$ cat src/rtl/kbd_pkg.sv
// Shared constants for the keyboard interrupt FIFO: bus map, IRQ vector,
// IRQ FSM state encoding and status-register bit layout.
package kbd_pkg;

  // Bus map
  localparam logic [63:0] KEY_ADDR  = 64'h8000_0010;
  localparam logic [63:0] STAT_ADDR = 64'h8000_0018;

  // Vector presented to the CPU while keys are pending
  localparam logic [3:0] IRQ_VEC_KEYBOARD = 4'd1;

  // IRQ FSM state encoding
  localparam logic [1:0] ST_IDLE = 2'd0;
  localparam logic [1:0] ST_PEND = 2'd1;
  localparam logic [1:0] ST_ACK  = 2'd2;

  // Status register layout
  localparam int unsigned STAT_EMPTY_BIT = 0;
  localparam int unsigned STAT_FULL_BIT  = 1;
  localparam int unsigned STAT_OVF_BIT   = 2;
  localparam int unsigned STAT_COUNT_LSB = 8;

  // Data register layout
  localparam int unsigned DATA_VALID_BIT = 8;

endpackage

$ cat src/rtl/sync_fifo.sv
// Show-ahead synchronous FIFO. A push while full is accepted when a pop
// happens on the same edge; a pop while empty is ignored.
module sync_fifo #(
  parameter int unsigned DEPTH = 8,
  parameter int unsigned WIDTH = 8
) (
  input  logic                     clk,
  input  logic                     rst_n,
  input  logic                     push,
  input  logic                     pop,
  input  logic [WIDTH-1:0]         din,
  output logic [WIDTH-1:0]         dout,
  output logic [$clog2(DEPTH):0]   count,
  output logic                     full,
  output logic                     empty
);

  localparam int unsigned AW = $clog2(DEPTH);

  logic [WIDTH-1:0] r_mem [DEPTH];
  logic [AW-1:0]    r_wptr;
  logic [AW-1:0]    r_rptr;
  logic [AW:0]      r_count;
  logic             w_do_push;
  logic             w_do_pop;

  assign empty     = (r_count == '0);
  assign full      = (r_count == (AW+1)'(DEPTH));
  assign w_do_pop  = pop & ~empty;
  assign w_do_push = push & (~full | w_do_pop);
  assign dout      = r_mem[r_rptr];
  assign count     = r_count;

  // Storage write; contents need no reset since occupancy gates visibility
  always_ff @(posedge clk) begin
    if (w_do_push) begin
      r_mem[r_wptr] <= din;
    end
  end

  // Pointers wrap naturally at DEPTH (power of two); count tracks occupancy
  always_ff @(posedge clk or negedge rst_n) begin
    if (!rst_n) begin
      r_wptr  <= '0;
      r_rptr  <= '0;
      r_count <= '0;
    end else begin
      if (w_do_push) r_wptr <= r_wptr + AW'(1);
      if (w_do_pop)  r_rptr <= r_rptr + AW'(1);
      case ({w_do_push, w_do_pop})
        2'b10:   r_count <= r_count + (AW+1)'(1);
        2'b01:   r_count <= r_count - (AW+1)'(1);
        default: r_count <= r_count;
      endcase
    end
  end

endmodule

$ cat src/rtl/kbd_irq_fifo.sv
// Keyboard capture FIFO with bus-readable data/status registers and an
// interrupt handshake that guarantees a vector low gap between services.
module kbd_irq_fifo #(
  parameter int unsigned  DEPTH     = 8,
  parameter logic [63:0]  KEY_ADDR  = kbd_pkg::KEY_ADDR,
  parameter logic [63:0]  STAT_ADDR = kbd_pkg::STAT_ADDR,
  parameter logic [3:0]   IRQ_VEC   = kbd_pkg::IRQ_VEC_KEYBOARD
) (
  input  logic                    clk,
  input  logic                    reset,
  input  logic [7:0]              key_code,
  input  logic                    key_pressed,
  input  logic [63:0]             bus_address,
  input  logic                    bus_read_enable,
  output logic [63:0]             bus_read_data,
  output logic [3:0]              interrupt_vector,
  input  logic                    interrupt_done,
  output logic [$clog2(DEPTH):0]  fifo_count,
  output logic                    overflow
);

  import kbd_pkg::*;

  logic        r_kp;
  logic        r_armed;
  logic        r_overflow;
  logic [1:0]  r_state;
  logic [3:0]  r_vec;
  logic [1:0]  w_next;
  logic        w_push;
  logic        w_pop;
  logic        w_drop;
  logic        w_key_hit;
  logic        w_stat_hit;
  logic        w_full;
  logic        w_empty;
  logic [7:0]  w_dout;
  logic [63:0] w_rdata;
  logic [$clog2(DEPTH):0] w_count;

  // r_armed stays low for the first cycle after reset release so that a key
  // held through reset is seen as already pressed rather than as a new edge.
  assign w_push     = r_armed & key_pressed & ~r_kp;
  assign w_key_hit  = (bus_address == KEY_ADDR);
  assign w_stat_hit = (bus_address == STAT_ADDR);
  assign w_pop      = bus_read_enable & w_key_hit;
  assign w_drop     = w_push & w_full & ~(w_pop & ~w_empty);

  sync_fifo #(
    .DEPTH (DEPTH),
    .WIDTH (8)
  ) u_fifo (
    .clk   (clk),
    .rst_n (reset),
    .push  (w_push),
    .pop   (w_pop),
    .din   (key_code),
    .dout  (w_dout),
    .count (w_count),
    .full  (w_full),
    .empty (w_empty)
  );

  // Key-press edge detector state
  always_ff @(posedge clk or negedge reset) begin
    if (!reset) begin
      r_kp    <= 1'b0;
      r_armed <= 1'b0;
    end else begin
      r_kp    <= key_pressed;
      r_armed <= 1'b1;
    end
  end

  // Sticky overflow; a fresh drop wins over a status-read clear
  always_ff @(posedge clk or negedge reset) begin
    if (!reset) begin
      r_overflow <= 1'b0;
    end else if (w_drop) begin
      r_overflow <= 1'b1;
    end else if (bus_read_enable && w_stat_hit) begin
      r_overflow <= 1'b0;
    end
  end

  // Bus read mux: data register, status register, or zero
  always_comb begin
    w_rdata = '0;
    if (w_key_hit) begin
      if (!w_empty) begin
        w_rdata[7:0]          = w_dout;
        w_rdata[DATA_VALID_BIT] = 1'b1;
      end
    end else if (w_stat_hit) begin
      w_rdata[STAT_COUNT_LSB +: 8] = 8'(w_count);
      w_rdata[STAT_OVF_BIT]        = r_overflow;
      w_rdata[STAT_FULL_BIT]       = w_full;
      w_rdata[STAT_EMPTY_BIT]      = w_empty;
    end
  end

  // IRQ next state. ACK resolves the IDLE decision in the same step so the
  // vector is low for exactly the one ACK cycle when keys are still pending.
  always_comb begin
    w_next = r_state;
    case (r_state)
      ST_IDLE: if (w_count != '0) w_next = ST_PEND;
      ST_PEND: if (interrupt_done) w_next = ST_ACK;
      ST_ACK:  w_next = (w_count != '0) ? ST_PEND : ST_IDLE;
      default: w_next = ST_IDLE;
    endcase
  end

  // IRQ state and registered vector output
  always_ff @(posedge clk or negedge reset) begin
    if (!reset) begin
      r_state <= ST_IDLE;
      r_vec   <= '0;
    end else begin
      r_state <= w_next;
      r_vec   <= (w_next == ST_PEND) ? IRQ_VEC : '0;
    end
  end

  assign bus_read_data    = w_rdata;
  assign interrupt_vector = r_vec;
  assign fifo_count       = w_count;
  assign overflow         = r_overflow;

endmodule

$ cat config.mk
export PLATFORM = sky130hd
export DESIGN_NAME = kbd_irq_fifo
export DESIGN_NICKNAME = d
export VERILOG_FILES = /design/src/rtl/kbd_pkg.sv /design/src/rtl/sync_fifo.sv /design/src/rtl/kbd_irq_fifo.sv
export SDC_FILE = /design/constraint.sdc
export NUM_CORES = 1
export LEC_CHECK = 0
export CORE_MARGIN = 2
export CORE_UTILIZATION = 30
export DETAILED_ROUTE_END_ITERATION = 8
export PLACE_DENSITY = 0.68
export SYNTH_ARGS = -nofsm -noshare
export SYNTH_HDL_FRONTEND = slang
export SYNTH_SLANG_ARGS = --single-unit
$ cat constraint.sdc
create_clock -name clk -period 7.9 [get_ports clk]
set_clock_uncertainty 0.1 [all_clocks]
set_input_delay 1.185 -clock clk [delete_from_list [all_inputs] [get_ports clk]]
set_output_delay 1.185 -clock clk [all_outputs]
set_load 0.01 [all_outputs]
-- Word-level counts from Yosys, hierarchy flattened
Memories as Yosys holds them, arrays and structs flattened.
Cells that the tools add are included.
Widths: inputs -> output; s select.
- ROM bits: 0
- output and inout port bits: 73
- bits in latches: 0
- input bits: 77
- memories: 1
- memory bits (writable): 64
- register bits: 16
- logic and storage cells: 56
- memories (memory ; words ; width ; rd ports ; clocked after memory_dff ; wr ports ; RTL line ; RTL):
    u_fifo.r_mem ; 8 ; 8 ; 1 ; 0 ; 1 ; sync_fifo.sv:20 ; logic [WIDTH-1:0] r_mem [DEPTH];
- add/subtract/negate cells: 4
- eq/ne operators: 8
- mux-type cells: 17
- multiply operators: 0
- divide/modulo/power cells: 0
- reductions and logical operators: 6
- $lt $le $gt $ge: 0
- bitwise logic cells: 12
- shift-type cells: 0
- operators by type and width (cell ; number):
    $eq 64x32->1 const B ; 2
    $mux 9 ; 1
    $pmux 4 s2 ; 1
    $and 1x1->1 ; 7
    $mux 1 ; 7
    $mux 7 ; 1
    $add 3x1->3 const B ; 2
    $eq 2x1->1 const B ; 3
    $mux 3 ; 2
    $pmux 2 s3 ; 1
    $mux 5 ; 1
    $add 4x1->4 const B ; 1
    $eq 2x2->1 const B ; 2
    $eq 4x4->1 const B ; 1
    $logic_not 4->1 ; 1
    $mux 2 ; 2
    $mux 4 ; 1
    $not 1->1 ; 4
    $reduce_bool 2->1 ; 2
    $reduce_bool 4->1 ; 1
    $sub 4x1->4 const B ; 1
    $logic_not 2->1 ; 1
    $logic_and 1x1->1 ; 1
    $or 1x1->1 ; 1

-- Longest topological paths before layout
Gate-level depths: netlist (run 1).
- depth in word-level cells: 7
- gate-level depth with buffers: 12
- mapped depth without buffers: 11

-- By module
Synthesis (run 1) repeated with hierarchy kept, for this count alone.
- cells, all modules: 283
- area, all modules: 4121.5 µm²
- by module, submodules not included (module ; cells an instance ; sequential area each (µm²) ; times used ; area an instance (µm²)):
    sync_fifo ; 159 ; 2172.1 ; 1 ; 3155.5
    kbd_irq_fifo ; 124 ; 150.1 ; 1 ; 965.9

-- Least setup slack after synthesis (run 1)
No wires, ideal clock.
- kind: in2out
- start point: input port bus_address[54]
- end point: output port bus_read_data[3]
- path slack: 3930 ps
- arrival time: 2685 ps
- cell stages on the path: 7
- path buffers: 1
- path through: nor4_2 -> nand4_1 -> nor4b_4 -> nand2b_2 -> buf_6 -> or2_1 -> nor2_1
- cells in the longest elaborated chain, start to end: 2
- RTL lines (item ; RTL line ; RTL):
    start, declared ; kbd_irq_fifo.sv:13 ; input logic [63:0] bus_address,
    $eq 64x32->1 ; kbd_irq_fifo.sv:44 ; assign w_key_hit = (bus_address == KEY_ADDR);
    $mux 5 ; kbd_irq_fifo.sv:89 ; if (w_key_hit) begin
    end, declared ; kbd_irq_fifo.sv:15 ; output logic [63:0] bus_read_data,
Every way passes these cells.

-- Final worst setup path (run 1)
- start point: input port bus_address[25]
- end point: output port bus_read_data[4]
Same word-level chain as after synthesis.

==> results of run 1 <==
[flip-flops by register name, summed over array words and instances (netlist names)]
| signal | flops |
|---|---|
| u_fifo.r_mem | 64 |
| r_armed | 1 |
| u_fifo.r_wptr | 3 |
| u_fifo.count | 4 |
| r_state | 2 |
| overflow | 1 |
| r_kp | 1 |
| u_fifo.r_rptr | 3 |
| interrupt_vector | 1 |
[final timing paths]
check                                                     end  slack [ns]  depth (start not counted)
min in group asynchronous        u_fifo.r_rptr[1]$_DFFE_PN0P_        1.19                          1
worst max register to register   u_fifo.r_mem[2][0]$_DFFE_PP_        4.93                          6
worst min register to register  interrupt_vector[0]$_DFF_PN0_        0.38                          1
max in group asynchronous        u_fifo.r_wptr[0]$_DFFE_PN0P_        6.04                          1
worst min-delay path            interrupt_vector[0]$_DFF_PN0_        0.38                          1
worst max-delay path                         bus_read_data[4]        2.79                          8
[metrics by stage]
| step | hold WS (ns) | area, um2 |
|---|---|---|
| floorplan | 0.348 | 4180 |
| global placement | 0.360 | 4890 |
| detailed placement | 0.383 | 4890 |
| CTS | 0.391 | 5220 |
| global route | 0.441 | 5220 |
| finish | 0.383 | 5220 |
[layout by cell type, fill, tap and decap left out, types with 5 or more instances in the layout]
cell,instances
a21oi_1,6
clkbuf_16,9
clkdlybuf4s50_1,94
conb_1,56
dfrtp_1,16
edfxtp_1,64
mux2i_1,9
mux4_2,16
nand2_1,10
nand2b_1,5
nor2_1,21
nor3_1,6
nor4_1,9
[final cells by class]
| cell class | instances | area (um2) |
|---|---|---|
| fillers | 1218 | 7870 |
| flip-flops and latches | 80 | 2320 |
| multi-input cells | 191 | 1400 |
| repair buffers | 94 | 941 |
| clock buffers | 9 | 225 |
| well taps | 176 | 220 |
| clock inverters | 7 | 100 |
| inverters | 3 | 11.3 |
[worst max-delay path: stages]
cell,delay [ns]
clkdlybuf4s50_1,0.43
nor4_2,0.27
nand4_1,0.21
nor4b_4,0.46
nand2b_2,0.18
or2_1,0.38
nor2_1,0.16
clkdlybuf4s50_1,0.55
[kinds of logic (layout without fill, tap and decap cells)]
group                    Yosys count  count (layout)  synth area share
AO/OA/AOI/OAI                     18              18            0.0293
flip-flops                        80              80             0.584
adder cells (fa/ha/maj)            3               3           0.00945
XOR/XNOR                           5               5            0.0110
multiplexers                      28              28             0.123
other                              2              56           0.00189
AND/OR/NAND/NOR                   81              81             0.124
buffers and inverters             66             113             0.117
[layer usage]
metal,share of wire,vias to the layer above,wire [um]
li1,-,1147,-
met1,0.42,1199,3530
met2,0.52,95,4370
met3,0.044,13,370
met4,0.022,0,186
met5,0,-,0
[power by group through the flow]
stage	sequential [mW]	combinational, mW	clock (mW)
2_1_floorplan	0.475	0.0431	0
3_3_place_gp	0.474	0.0746	0
3_5_place_dp	0.475	0.0771	0
4_1_cts	0.466	0.0774	0.455
5_1_grt	0.467	0.0850	0.471
6_report	0.466	0.0770	0.448
==> results by group, run 1 <==
Critical path
  • Crit path launch type: input pin
  • Crit. End Element: output pin
  • Worst-path maximum fanout: 8
  • Crit path kind: input pin to output pin
  • CP Data Required Time: 6.61 ns
  • Data arrival time of the critical path: 3.83 ns
  • R2r startpoint: u_fifo.count[1]$_DFFE_PN0P_
  • Crit. Startpoint: bus_address[25]

Drt
  • Total number of vias: 2454
  • First DRT Iteration DRCs: between 100 and 150
  • Vias per Instance: 4.38
  • First-pass detailed-route iteration total: 6
  • Routed WL: 8460 um
  • DR WL/cell: 15.1 um
  • Final ANT Viol Nets: 0
  • DRC violations left: 0

Clocking
  • Post_cts resized: 0
  • Clock buffer depth: 2
  • Clock Latency Late Sink: approximately 0.34 ns
  • H-tree depth: 3
  • CTS buffer count: 9
  • Clock root buffer: clkbuf_16
  • Clk sink count: 80
  • Setup Fix Bufs, Post-CTS: 0
  • CTS tree: yes
  • Clock Pin Slew Worst Setup and Hold Paths: 0.06 ns
  • Hold buffers post-CTS: 0

Synthesis
  • Commonest cells in the netlist: 64 x edfxtp_1, 55 x buf_4, 21 x nor2_1
  • Ys async rst share: 0.200
  • Most frequent cell after synthesis: edfxtp_1
  • Sequential cell area fraction in the yosys report: 0.584
  • Post-Syn Area: 0.00397 mm2
  • Yosys Warn Count: 0
  • Cells after Synth: 283
  • Mean Syn Cell Area: between 10 and 15 um2
  • Top cells by area, synth: edfxtp_1 48%, buf_4 10%, dfrtp_1 10%
  • Yosys top cell area share: 0.484
  • Synth cell types: 45
  • Post-synth EDFFs: 64
  • Synth Flop Type: edfxtp_1
  • Synth area leader: edfxtp_1
  • Synth Register Bits: 80

Power
  • Clk network pwr share: 0.452
  • PwrDens: 190 mW/mm2
  • Peak VDD IR: 153 uV
  • P_sw: 205 uW
  • Internal: 785 uW
  • Pleak: 1.85 nW
  • Switching portion of total power: 0.207
  • Combinational share of power: 0.078
  • Overall power: approximately 990 uW
  • Seq pwr share: 0.470

Global route
  • Largest net degree at the start of global routing: 19
  • Initial antenna violation count: 0
  • First-pass GRT wire length: 13300 um
  • Met1 usage: 0.148
  • Met3 GRT Util: 0.0268
  • Gr ovfl total: 0
  • GR peak layer: met2
  • GR Util met2: 0.212
  • Vias in the first global route: 2491
  • GRT Util Overall: 0.124

Cells and area
  • NumNets Final: between 400 and 500
  • Ant. Diodes: 0
  • Fin util: 0.399
  • Area Growth Syn to Fin: 31.3%
  • Final std cells w/o fill: 560
  • Fraction of layout cells with a size suffix above 1: 0.125

STA
  • Final WS setup: 2.79 ns
  • Fmax: 0.196 GHz
  • Relative slew slack: 0.250
  • TNS Setup: 0 ns
  • Least-Margin Pin Slew: between 1 and 1.5 ns
  • Unrepaired setup endpoints after global routing: false
  • Hold Fails Final Rpt: 0
  • Clock period minus worst slack: around 5.1 ns
  • Final setup vio count: 0
  • Final Slew Violations: 0
  • Final period util: 0.647

Floorplanning
  • Core area: 0.0131 mm2
  • I/O pin count: 150
  • Starting density of the core: 0.304
  • Die height: about 120 um
  • Die area: 0.0142 mm2
  • Row cnt: 42
  • Die W: 119 um

Worst hold path
  • Worst hold path type: flip-flop to flip-flop
  • Hold_sp: r_state[0]$_DFF_PN0_

Place
  • GPL Wtd Cong: between 0.8 and 0.9
  • Final HPWL DP: 6160 um
  • Placed insts: approximately 540
  • Port Buffers: 94
  • Place WS: 2.77 ns

Status
  • Status: complete, no violations

Flow run
  • MaxCap Viol Count: 0
No activity file was read; power rests on OpenSTA's default activity.
==> inputs of run 2 (changes only) <==
==> constraint.sdc (replaced) <==
create_clock -name clk -period 5.2 [get_ports clk]
set_clock_uncertainty 0.1 [all_clocks]
set_input_delay 0.78 -clock clk [delete_from_list [all_inputs] [get_ports clk]]
set_output_delay 0.78 -clock clk [all_outputs]
set_load 0.01 [all_outputs]
==> results by group, run 2 (synthesis gave the netlist of run 1 again) <==
Floorplanning
  • Die area: 0.0142 mm2
  • Die W: 119 um
  • Row cnt: 42
  • Starting density of the core: 0.304
  • Die height: 119 um
  • Core area: approximately 0.013 mm2
  • I/O pin count: 150

Clocking
  • Hold buffers post-CTS: 0
  • H-tree depth: 3
  • Clock root buffer: clkbuf_16
  • Post_cts resized: 0
  • Clock Latency Late Sink: between 0.3 and 0.4 ns
  • Clock buffer depth: 2
  • Setup Fix Bufs, Post-CTS: 0
  • CTS tree: yes
  • Clk sink count: 80
  • CTS buffer count: 9
  • Clock Pin Slew Worst Setup and Hold Paths: roughly 0.060 ns

Place
  • Placed insts: ~550
  • GPL Wtd Cong: 0.806
  • Port Buffers: 94
  • Final HPWL DP: 6130 um

Power
  • Switching portion of total power: 0.218
  • PwrDens: approximately 280 mW/mm2
  • Seq pwr share: 0.483
  • Peak VDD IR: around 220 uV
  • Internal: around 1.1 mW
  • Pleak: about 1.8 nW
  • Combinational share of power: 0.080
  • P_sw: 320 uW
  • Clk network pwr share: 0.438

Cells and area
  • Commonest non-fill, non-tap cells in the layout: 94 x clkdlybuf4s50_1, 64 x edfxtp_1, 56 x conb_1
  • Max FFs per register: 64
  • Area Growth Syn to Fin: 31.0%
  • Final std cells w/o fill: 561
  • Ant. Diodes: 0
  • NumNets Final: 460
  • Largest Register: u_fifo.r_mem
  • Most common cell after layout, fill and taps aside: clkdlybuf4s50_1
  • Fraction of layout cells with a size suffix above 1: 0.127

Critical path
  • R2r startpoint: u_fifo.count[1]$_DFFE_PN0P_
  • CP Data Required Time: 4.32 ns
  • Worst-path maximum fanout: 8
  • Crit. End Element: output pin
  • Data arrival time of the critical path: around 3.4 ns
  • Crit. Startpoint: bus_address[25]
  • Crit path kind: input pin to output pin
  • Crit path launch type: input pin

Drt
  • Routed WL: about 8500 um
  • DR WL/cell: 15.2 um
  • DRC violations left: 0
  • Vias per Instance: 4.39
  • First-pass detailed-route iteration total: 4
  • Total number of vias: 2460
  • First DRT Iteration DRCs: 106
  • Final ANT Viol Nets: 0

STA
  • Final setup vio count: 0
  • Hold WS: between 0.3 and 0.4 ns
  • Hold Fails Final Rpt: 0
  • Clock period minus worst slack: around 4.3 ns
  • TNS Setup: 0 ns
  • Relative slew slack: 0.385
  • Final period util: 0.830
  • Least-Margin Pin Slew: about 0.92 ns
  • Unrepaired setup endpoints after global routing: false
  • Final Slew Violations: 0
  • Fmax: 0.232 GHz

Global route
  • Gr ovfl total: 0
  • Largest net degree at the start of global routing: 19
  • Initial antenna violation count: 0
  • Vias in the first global route: between 2000 and 2500
  • First-pass GRT wire length: ~13000 um
  • GRT Util Overall: 0.125

Worst hold path
  • Worst hold path type: flip-flop to flip-flop
  • Hold_sp: r_state[0]$_DFF_PN0_

Status
  • Status: complete, no violations

Flow run
  • MaxCap Viol Count: 0
run 2: changes by cell type in the layout (fill, tap and decap cells not counted):
cell	delta
clkinv_4	+1
inv_6	-2
bufinv_16	-1
inv_8	+1
buf_4	+1
clkinvlp_4	+1
run 2: layer usage:
metal  track usage  wire length (um)
met1         0.152              3670
met2         0.216              4400
met3        0.0278               343
met4        0.0521               137
met5             0                 0
run 2: area by class of cell:
cell class	instances	area (um2)
repair buffers	95	948
fillers	1202	7880
flip-flops and latches	80	2320
clock inverters	7	80.1
inverters	3	11.3
clock buffers	9	225
well taps	176	220
multi-input cells	191	1400
run 2: worst paths after layout:
check	endpoint	cells past startpoint	slack (ns)
max	bus_read_data[4]	8	0.88
max in group asynchronous	u_fifo.r_wptr[0]$_DFFE_PN0P_	1	3.76
max reg2reg	u_fifo.r_mem[4][2]$_DFFE_PP_	6	2.23
min	interrupt_vector[0]$_DFF_PN0_	1	0.38
min in group asynchronous	u_fifo.count[3]$_DFFE_PN0P_	1	0.78
min reg2reg	interrupt_vector[0]$_DFF_PN0_	1	0.38
run 2: power groups by stage:
stage / registers [mW] / clock network [mW] / logic (mW)
after global placement: 0.720 / 0 / 0.113
final: 0.707 / 0.641 / 0.117
after global routing: 0.708 / 0.677 / 0.127
after floorplan: 0.722 / 0 / 0.0654
after CTS: 0.707 / 0.651 / 0.117
after detailed placement: 0.721 / 0 / 0.117
run 2: metrics by stage:
step                 util  setup WS (ns)  power [mW]  cell area [um2]
floorplan               -           2.04       0.788             4180
global placement    0.375          0.947       0.834             4900
detailed placement  0.375          0.875       0.837             4900
CTS                 0.398          0.854        1.48             5210
global route        0.398          0.673        1.51             5210
finish              0.398          0.885        1.47             5210
run 2: worst max-delay path: stages:
cell,delay [ns]
clkdlybuf4s50_1,0.44
nor4_2,0.29
nand4_1,0.21
nor4b_4,0.44
nand2b_2,0.18
or2_1,0.38
nor2_1,0.16
clkdlybuf4s50_1,0.55
